===== config.mk =====
export PLATFORM = sky130hd
export DESIGN_NAME = simon_entry_flat
export DESIGN_NICKNAME = d
export VERILOG_FILES = /design/src/rtl/simon_pkg.sv /design/src/rtl/simon_entry_if.sv /design/src/rtl/simon_sync.sv /design/src/rtl/simon_entry.sv /design/src/flat_wrapper.sv
export SDC_FILE = /design/constraint.sdc
export NUM_CORES = 1
export LEC_CHECK = 0
export ABC_AREA = 1
export ABC_CLOCK_PERIOD_IN_PS = 5750
export BUFFER_PORTS_ARGS = -buffer_cell sky130_fd_sc_hd__buf_2
export CELL_PAD_IN_SITES_DETAIL_PLACEMENT = 1
export CELL_PAD_IN_SITES_GLOBAL_PLACEMENT = 1
export CORE_MARGIN = 4
export CORE_UTILIZATION = 38
export CTS_BUF_LIST = sky130_fd_sc_hd__clkbuf_8 sky130_fd_sc_hd__clkbuf_16
export DETAILED_ROUTE_END_ITERATION = 7
export PLACE_DENSITY = 0.74
export SETUP_SLACK_MARGIN = 0.15
export SLEW_MARGIN = 20
export SYNTH_ARGS = -nofsm -noshare
export SYNTH_HDL_FRONTEND = slang
export SYNTH_HIERARCHICAL = 1
export SYNTH_SLANG_ARGS = --single-unit

===== constraint.sdc =====
create_clock -name clk -period 5.75 [get_ports clk]
set_input_delay 0.575 -clock clk [delete_from_list [all_inputs] [get_ports clk]]
set_output_delay 0.575 -clock clk [all_outputs]
set_load 0.01 [all_outputs]

===== src/rtl/simon_pkg.sv =====
// Shared types and helpers for the Simon Says controller and its player-entry receiver.
package simon_pkg;

  localparam int IDX_W = 4;

  // Controller sequencing states (owned by the simon controller).
  typedef enum logic [2:0] {
    ST_IDLE,
    ST_SHOW,
    ST_EVAL,
    ST_FAIL,
    ST_WIN
  } state_t;

  typedef enum logic [1:0] {
    E_IDLE,
    E_WAIT_PRESS,
    E_WAIT_RELEASE,
    E_RESULT
  } entry_state_t;

  function automatic logic is_onehot16(input logic [15:0] v);
    return (v != '0) && ((v & (v - 16'd1)) == '0);
  endfunction

  function automatic logic [IDX_W-1:0] enc16(input logic [15:0] v);
    logic [IDX_W-1:0] idx;
    idx = '0;
    for (int unsigned i = 0; i < 16; i++) begin
      if (v[i]) idx = IDX_W'(i);
    end
    return idx;
  endfunction

endpackage


===== src/rtl/simon_entry_if.sv =====
// Controller <-> player-entry receiver bundle: raw buttons, arm/expected sequence, results.
interface simon_entry_if #(
  parameter int MAX_LEN = 4
);

  logic [15:0]          in;
  logic                 arm;
  logic [4*MAX_LEN-1:0] exp_seq;
  logic [2:0]           exp_len;
  logic                 busy;
  logic                 done;
  logic                 pass;
  logic                 fail;
  logic                 timeout;
  logic [4*MAX_LEN-1:0] entered;
  logic [2:0]           count;

  modport master (
    output in, arm, exp_seq, exp_len,
    input  busy, done, pass, fail, timeout, entered, count
  );

  modport slave (
    input  in, arm, exp_seq, exp_len,
    output busy, done, pass, fail, timeout, entered, count
  );

endinterface


===== src/rtl/simon_sync.sv =====
// Two-flop synchronizer for the 16 raw buttons plus the previous-sample register,
// producing the synchronized vector and a press strobe (any-button-down after all-up).
module simon_sync (
  input  logic        clk,
  input  logic        nrst,
  input  logic [15:0] i_in,
  output logic [15:0] o_s,
  output logic        o_press
);

  logic [15:0] r_meta;
  logic [15:0] r_s;
  logic [15:0] r_s_prev;

  always_ff @(posedge clk) begin
    if (!nrst) begin
      r_meta   <= '0;
      r_s      <= '0;
      r_s_prev <= '0;
    end else begin
      r_meta   <= i_in;
      r_s      <= r_meta;
      r_s_prev <= r_s;
    end
  end

  assign o_s     = r_s;
  assign o_press = (r_s != '0) && (r_s_prev == '0);

endmodule


===== src/rtl/simon_entry.sv =====
// Player-entry receiver: once armed, captures button presses, checks each against the
// expected nibble sequence and reports pass / fail / timeout back to the controller.
module simon_entry #(
  parameter int MAX_LEN = 4,
  parameter int TIMEOUT = 2000
) (
  input logic          clk,
  input logic          nrst,
  simon_entry_if.slave bus
);

  import simon_pkg::*;

  localparam int             TW     = (TIMEOUT > 1) ? $clog2(TIMEOUT) : 1;
  localparam logic [TW-1:0]  T_LAST = TW'(TIMEOUT - 1);

  entry_state_t          r_state;
  entry_state_t          w_state_nxt;

  logic [4*MAX_LEN-1:0]  r_exp_seq;
  logic [2:0]            r_exp_len;
  logic [2:0]            r_count;
  logic [4*MAX_LEN-1:0]  r_entered;
  logic [TW-1:0]         r_timer;
  logic                  r_pass;
  logic                  r_fail;
  logic                  r_timeout;

  logic [15:0]           w_s;
  logic                  w_press;
  logic                  w_onehot;
  logic [IDX_W-1:0]      w_idx;
  logic [IDX_W-1:0]      w_exp_nib;
  logic                  w_len_ok;
  logic                  w_expired;

  logic                  w_accept;
  logic                  w_store;
  logic                  w_timer_inc;
  logic                  w_timer_clr;
  logic                  w_set_pass;
  logic                  w_set_fail;
  logic                  w_set_to;

  simon_sync u_sync (
    .clk     (clk),
    .nrst    (nrst),
    .i_in    (bus.in),
    .o_s     (w_s),
    .o_press (w_press)
  );

  assign w_onehot  = is_onehot16(w_s);
  assign w_idx     = enc16(w_s);
  assign w_len_ok  = (bus.exp_len != '0) && (int'(bus.exp_len) <= MAX_LEN);
  assign w_expired = (r_timer == T_LAST);

  always_comb begin
    w_exp_nib = '0;
    for (int unsigned k = 0; k < MAX_LEN; k++) begin
      if (r_count == 3'(k)) w_exp_nib = r_exp_seq[4*k +: 4];
    end
  end

  always_ff @(posedge clk) begin
    if (!nrst) r_state <= E_IDLE;
    else       r_state <= w_state_nxt;
  end

  // A press event is checked before timer expiry so a press on the last cycle still counts.
  always_comb begin
    w_state_nxt = r_state;
    w_accept    = 1'b0;
    w_store     = 1'b0;
    w_timer_inc = 1'b0;
    w_timer_clr = 1'b0;
    w_set_pass  = 1'b0;
    w_set_fail  = 1'b0;
    w_set_to    = 1'b0;
    unique case (r_state)
      E_IDLE: begin
        if (bus.arm && w_len_ok) begin
          w_accept    = 1'b1;
          w_state_nxt = E_WAIT_PRESS;
        end
      end
      E_WAIT_PRESS: begin
        w_timer_inc = 1'b1;
        if (w_press) begin
          if (!w_onehot) begin
            w_set_fail  = 1'b1;
            w_state_nxt = E_RESULT;
          end else begin
            w_store = 1'b1;
            if (w_idx != w_exp_nib) begin
              w_set_fail  = 1'b1;
              w_state_nxt = E_RESULT;
            end else if ((r_count + 3'd1) == r_exp_len) begin
              w_set_pass  = 1'b1;
              w_state_nxt = E_RESULT;
            end else begin
              w_state_nxt = E_WAIT_RELEASE;
            end
          end
        end else if (w_expired) begin
          w_set_fail  = 1'b1;
          w_set_to    = 1'b1;
          w_state_nxt = E_RESULT;
        end
      end
      E_WAIT_RELEASE: begin
        if (w_s == '0) begin
          w_timer_clr = 1'b1;
          w_state_nxt = E_WAIT_PRESS;
        end
      end
      E_RESULT: begin
        w_state_nxt = E_IDLE;
      end
      default: begin
        w_state_nxt = E_IDLE;
      end
    endcase
  end

  always_ff @(posedge clk) begin
    if (!nrst) begin
      r_exp_seq <= '0;
      r_exp_len <= '0;
      r_count   <= '0;
      r_entered <= '0;
      r_timer   <= '0;
      r_pass    <= 1'b0;
      r_fail    <= 1'b0;
      r_timeout <= 1'b0;
    end else begin
      if (w_accept) begin
        r_exp_seq <= bus.exp_seq;
        r_exp_len <= bus.exp_len;
        r_count   <= '0;
        r_entered <= '0;
        r_pass    <= 1'b0;
        r_fail    <= 1'b0;
        r_timeout <= 1'b0;
      end

      if (w_accept || w_timer_clr) begin
        r_timer <= '0;
      end else if (w_timer_inc && !w_expired) begin
        r_timer <= r_timer + 1'b1;
      end

      if (w_store) begin
        r_count <= r_count + 3'd1;
        for (int unsigned k = 0; k < MAX_LEN; k++) begin
          if (r_count == 3'(k)) r_entered[4*k +: 4] <= w_idx;
        end
      end

      if (w_set_pass) r_pass    <= 1'b1;
      if (w_set_fail) r_fail    <= 1'b1;
      if (w_set_to)   r_timeout <= 1'b1;
    end
  end

  assign bus.busy    = (r_state == E_WAIT_PRESS) || (r_state == E_WAIT_RELEASE);
  assign bus.done    = (r_state == E_RESULT);
  assign bus.pass    = r_pass;
  assign bus.fail    = r_fail;
  assign bus.timeout = r_timeout;
  assign bus.entered = r_entered;
  assign bus.count   = r_count;

endmodule


===== src/flat_wrapper.sv =====
// flat-port wrapper written by rule: the top's interface ports become plain ports
module simon_entry_flat import simon_pkg::*;
#(
  parameter int MAX_LEN = 4,
  parameter int TIMEOUT = 2000
)
  (clk, nrst, bus_in, bus_arm, bus_exp_seq, bus_exp_len, bus_busy, bus_done, bus_pass, bus_fail, bus_timeout, bus_entered, bus_count);
  simon_entry_if #(.MAX_LEN(MAX_LEN)) bus_i ();
  input logic clk;
  input logic nrst;
  input wire logic [$bits(bus_i.in)-1:0] bus_in;
  input wire logic [$bits(bus_i.arm)-1:0] bus_arm;
  input wire logic [$bits(bus_i.exp_seq)-1:0] bus_exp_seq;
  input wire logic [$bits(bus_i.exp_len)-1:0] bus_exp_len;
  output wire logic [$bits(bus_i.busy)-1:0] bus_busy;
  output wire logic [$bits(bus_i.done)-1:0] bus_done;
  output wire logic [$bits(bus_i.pass)-1:0] bus_pass;
  output wire logic [$bits(bus_i.fail)-1:0] bus_fail;
  output wire logic [$bits(bus_i.timeout)-1:0] bus_timeout;
  output wire logic [$bits(bus_i.entered)-1:0] bus_entered;
  output wire logic [$bits(bus_i.count)-1:0] bus_count;
  assign bus_i.in = bus_in;
  assign bus_i.arm = bus_arm;
  assign bus_i.exp_seq = bus_exp_seq;
  assign bus_i.exp_len = bus_exp_len;
  assign bus_busy = bus_i.busy;
  assign bus_done = bus_i.done;
  assign bus_pass = bus_i.pass;
  assign bus_fail = bus_i.fail;
  assign bus_timeout = bus_i.timeout;
  assign bus_entered = bus_i.entered;
  assign bus_count = bus_i.count;
  simon_entry #(.MAX_LEN(MAX_LEN), .TIMEOUT(TIMEOUT)) u_core (.clk(clk), .nrst(nrst), .bus(bus_i));
endmodule

=== Yosys cells after proc, flatten, opt, wreduce, memory -nomap -nowiden ===
Index checks and enable logic that the tools add are counted.

* Register bits after elaboration: 102
* Bits of input ports: 38
* Logic and storage cells: 110

* $add $sub $neg: 3
* Order comparisons: 1
* Eq/ne operators: 12
* Mux-type cells: 59
* Bitwise gates (word level): 2
* Reductions and logical operators: 21

{| class="wikitable"
|+ Operators with widths
! kind !! count
|-
| two-way mux 4 bit || 16
|-
| zero test 16 bit || 3
|-
| two-way mux 16 bit || 2
|-
| two-way mux 1 bit || 26
|-
| two-way mux 3 bit || 6
|-
| bitwise AND 16 bit || 1
|-
| two-way mux 2 bit || 8
|-
| nonzero test 16 bit || 1
|-
| subtractor 16 x 1 -> 16 bit (second input constant) || 1
|-
| adder 11 x 1 -> 11 bit (second input constant) || 1
|-
| == test 11 bit (second input constant) || 1
|-
| one-hot mux 2 bit (4 select lines) || 1
|-
| nonzero test 2 bit || 4
|-
| == test 3 x 2 -> 1 bit (second input constant) || 2
|-
| logical AND 1 bit || 5
|-
| == test 2 bit (second input constant) || 2
|-
| inequality test 2 x 1 -> 1 bit (second input constant) || 2
|-
| inequality test 4 bit || 1
|-
| adder 3 x 1 -> 3 bit (second input constant) || 1
|-
| == test 3 x 1 -> 1 bit (second input constant) || 1
|-
| == test 3 bit || 1
|-
| <= comparator 3 bit (second input constant) || 1
|-
| zero test 3 bit || 1
|-
| inequality test 3 x 2 -> 1 bit (second input constant) || 1
|-
| 8 further kinds || 9
|}

=== Longest topological paths before layout ===
* Word-level depth: 21
* Depth in mapped cells: 21

=== Modules after synthesis ===
The synthesis kept the hierarchy.

{| class="wikitable"
|+ Modules (own cells, without submodules)
! module !! times used !! cells each !! area an instance (µm²) !! sequential area each (µm²)
|-
| simon_entry || 1 || 432 || 2922.8 || 1081.0
|-
| simon_sync || 1 || 192 || 1525.2 || 960.9
|}

=== Worst setup path before layout ===
No wires, ideal clock.

* Kind: reg2reg
* From: register u_core.r_count[0], in the netlist u_core/bus.count[0]
* To: register u_core.r_fail, in the netlist u_core/bus.fail
* Arrival time: 1973 ps
* Setup slack: 3663 ps
* Cell stages (with the launch flop): 15
* Buffers on the path: 0
* Cell sequence: dfxtp_1 ha_1 ha_1 inv_1 o21ai_0 o21ai_0 xor2_1 nor2_1 nand2_1 nor2_1 nand3_1 nand2_1 nand2_1 nand2_1 nand2_1

* Cells in the longest elaborated chain, start to end: 11
* Elaborated cells on any way between the ends: 15

{| class="wikitable"
|+ Ends and longest elaborated chain
! what !! line !! source
|-
| start: declaration || simon_entry.sv:22 || <nowiki>logic [2:0] r_count;</nowiki>
|-
| start signal: assignment || simon_entry.sv:154 || <nowiki>r_count <= r_count + 3'd1;</nowiki>
|-
| zero test 3 bit || simon_entry.sv:61 || <nowiki>if (r_count == 3'(k)) w_exp_nib = r_exp_seq[4*k +: 4];</nowiki>
|-
| two-way mux 4 bit (3 in series) || simon_entry.sv:61 ||
|-
| two-way mux 4 bit (*) || simon_entry.sv:61 ||
|-
| inequality test 4 bit (*) || simon_entry.sv:95 || <nowiki>if (w_idx != w_exp_nib) begin</nowiki>
|-
| two-way mux 1 bit (*) || simon_entry.sv:95 ||
|-
| two-way mux 1 bit (*) || simon_entry.sv:90 || <nowiki>if (!w_onehot) begin</nowiki>
|-
| two-way mux 1 bit (*) || simon_entry.sv:89 || <nowiki>if (w_press) begin</nowiki>
|-
| two-way mux 1 bit (*) || simon_entry.sv:80 || <nowiki>unique case (r_state)</nowiki>
|-
| two-way mux 1 bit / nonzero test 2 bit (equally long branches) || - ||
|-
| end signal: assignment || simon_entry.sv:134 || <nowiki>r_fail <= 1'b0;</nowiki>
|-
| end signal: assignment || simon_entry.sv:143 || <nowiki>r_fail <= 1'b0;</nowiki>
|-
| end signal: assignment || simon_entry.sv:161 || <nowiki>if (w_set_fail) r_fail <= 1'b1;</nowiki>
|-
| end: declaration || simon_entry.sv:26 || <nowiki>logic r_fail;</nowiki>
|}

Mark *: on every way between the ends. The rest lies on a longest branch, timed or not.
A chain may end at the register's enable or synchronous reset.

=== Worst setup path in the final report ===
Ends and elaborated chain as after synthesis.

==> results.toml <==
[status]
status = "finished, final reports clean"

[yosys]
synth_area_leaders = "dfxtp_1 (46%), nand2_1 (14%), inv_1 (9.1%), nor2_1 (6.3%), o21ai_0 (5.0%)"
synth_area_mm2 = 0.004448
synth_cells = 624
synth.net_count = 672
yosysTopAreaCellShare_pct = 45.91
ys_types = 35
yosysTopAreaCell = "dfxtp_1"
synth-seq-cells = 102
ys_seq_area_share_pct = 45.91
synth_area_per_cell_um2 = 7.128
yosys_warnings = 6

[finish]
layout_common_cells = "nand2_1 (160), inv_1 (108), dfxtp_1 (102)"
final_common_cell = "nand2_1"
layout-drive-gt1-share_pct = 14.68
syn_to_final_growth_pct = 16.03
diodes = 0
layoutNonFillerInstCount = 831
fin_nets = 731

[cts]
cts-root-buf = "clkbuf_16"
cts_tree = "built"
holdBufCountCts = 0
clkLatencyLatePin_ps = 350
cts_buffers = 9
clock_tree.buffer_depth = 2
cts_setup_buffers = 0
path_clk_slew_ps = 70
cts_sinks = 102
cts.repair.resized = 0
htree_levels = 3

[routing]
drtIter0Drc = 148
via_count = 3897
ant_nets = 0
drc = 0
routed_wl_mm = 10.78
post_drt_wl_per_cell_um = 12.98
firstDrtPassIters = 4
via_per_inst = 4.690

[placed_design]
dpl.hpwl_mm = 8.097
globalplace.congestion = 0.8292
dp.cells = 815
portBuffers = 61

[power]
p_sw_share_pct = 30.79
total_leakage_power_nw = 2.743
power_density_mw_per_mm2 = 330.0
power_frac_comb_pct = 17.7
power.share.sequential_pct = 46.5
p_switching_mw = 0.5245
pwr-share-clk_pct = 35.8
peakVddDrop_mv = 0.1847
internal-power_mw = 1.179

[timing]
finalCritPeriodShare_pct = 43.85
rsz0062_at_grt = "no"
worstMarginPinSlew_ps = 704.0
slew_headroom_pct = 53.07
setup_violations = 0
finalClockSkew_ps = 6.247
max_freq_ghz = 0.3966
final.setup.tns_ps = 0
drv_slew = 0
finalHoldViolations = 0
period_needed_ps = 2521

[worst_setup_path]
critPathSlowestCell = "dfxtp_1"
cp_common_cell = "nand2_1"
critical_path.max_stage_delay_ps = 490
r2r-end = "u_core/bus.fail"
startpoint_type = "flop"
critPathRequiredTime_ps = 5990
path_cells = "ha_1, inv_1, nor2_1, inv_1, o21ai_0, o21ai_0, o21bai_1, nand2_1, nand2_1, nand2_1, nor2_1, nand2_1, nor2_1, nand3_1, nand2_1, nand2_1, nand2_1, nand2_1"
arrival_ps = 2770
cp_max_fo = 7
reg2reg_from = "u_core/bus.count[0]"
r2r_slack_ps = 3230
cp-end-kind = "flop"
critical_path.startpoint = "u_core/bus.count[0]"
endpoint = "u_core/bus.fail"
path_class = "flop to flop"
r2r_cells = 18

[floorplanning]
core_mm2 = 0.01142
io_pins = 62
floorplan.initialDensity_pct = 38.95
die-area_mm2 = 0.01350
die_h_um = 116.2
die-width_um = 116.2
rows = 39

[global_routing]
grt_pass1_vias = 4019
grtUsageTotal_pct = 17.33
grt_max_degree = 80
grt_pass1_wl_mm = 18.63
overflow = 0
antenna_found_initial = 0

[min_path]
min_path_type = "input port to flop"
holdPathStages = 3

[flow_run]
maxCapViolations = 0
==> layout make-up <==
cell class | count | area, µm²
Tap cell | 143 | 178.9
Clock buffer | 10 | 239.0
Fill cell | 1494 | 6257
Inverter | 120 | 452.9
Sequential cell | 102 | 2042
Multi-Input combinational cell | 387 | 1868
Timing Repair Buffer | 63 | 320.3
Clock inverter | 6 | 60.06
==> routing by layer <==
metal  wire length [µm]  track usage (%)
met3                389            3.212
met4                263            7.425
met5                  0                0
met1               4958            21.37
met2               5171            29.65
==> sequential cells by signal, indices dropped and copies added, names as in the netlist <==
name / count
u_core/r_timer: 11
u_core/r_state: 2
u_core/bus.pass: 1
u_core/u_sync/r_meta: 16
u_core/r_exp_len: 3
u_core/bus.count: 3
u_core/u_sync/r_s_prev: 16
u_core/r_exp_seq: 16
u_core/u_sync/o_s: 16
u_core/bus.fail: 1
u_core/bus.timeout: 1
u_core/bus.entered: 16
==> logic make-up after synthesis <==
group / Yosys count / share of synthesized area (%)
AND/OR/NAND/NOR: 276 / 25.99
buffers and inverters: 135 / 12.10
flip-flops: 102 / 45.91
AO/OA/AOI/OAI: 90 / 11.03
XOR/XNOR: 11 / 2.166
adder cells (fa/ha/maj): 10 / 2.813
==> how the worst min path moves through the flow <==
| stage | startpoint | endpoint | slack (ps) |
|---|---|---|---|
| 6_report | bus_in[11] | u_core/u_sync/r_meta[11] | 400 |
| 5_1_grt | bus_in[4] | u_core/u_sync/r_meta[4] | 390 |
| 4_1_cts | bus_in[11] | u_core/u_sync/r_meta[11] | 390 |
| 3_5_place_dp | u_core/u_sync/r_meta[5] | u_core/u_sync/o_s[5] | 400 |
| 3_3_place_gp | u_core/u_sync/r_meta[0] | u_core/u_sync/o_s[0] | 400 |
| 2_1_floorplan | u_core/u_sync/r_meta[0] | u_core/u_sync/o_s[0] | 390 |
==> cells in the mapped netlist <==
cell and instances:
nor2_1 75, o21a_1 1, nand2_1 160, or2_1 1, a21o_1 1, inv_1 108, buf_2 2, nor2_4 4
o21bai_1 1, o31a_1 1, inv_2 11, clkbuf_1 9, nor3_1 5, a21oi_1 28, o21ai_1 3, dfxtp_1 102
nand2_2 1, a211oi_1 1, nor2_2 2, buf_4 1, o311ai_0 1, o21ai_0 44, ha_1 10, a21boi_0 1
nand3_2 2, inv_4 1, xnor2_1 3, nand3_1 16, buf_6 3, and2_1 1, xor2_1 8, nor2_8 1
nand3b_1 2, o211ai_1 8, nand4_1 6
==> metrics by stage <==
step                      setup slack [ps]  area [µm²]  hold slack [ps]  power, mW  utilization (%)
after global routing                  2950        5161            391.6      1.809            45.20
after floorplan                       3663        4448            390.5      1.015                -
after CTS                             3211        5161            389.2      1.727            45.20
final                                 3229        5161            399.4      1.703            45.20
after detailed placement              2973        4862            402.2      1.112            42.58
after global placement                3115        4862            396.4      1.096            42.58
==> critical path: cells and delay by family (launching register included) <==
kind / cells / cell delay [ps]
DFF: 1 / 490
buffers and inverters: 2 / 180
and+or+nand+nor: 12 / 1110
adders and majority gates: 1 / 220
AOI/OAI and AO/OA: 3 / 390
==> power by group through the flow <==
stage                     Combinational (mW)  Sequential, mW  Clock (mW)
after detailed placement               0.304           0.809           0
final                                  0.302           0.792       0.610
after global placement                 0.289           0.807           0
after global routing                   0.352           0.799       0.658
after CTS                              0.306           0.793       0.628
after floorplan                        0.217           0.798           0
Power figures use the tool's default switching activity.
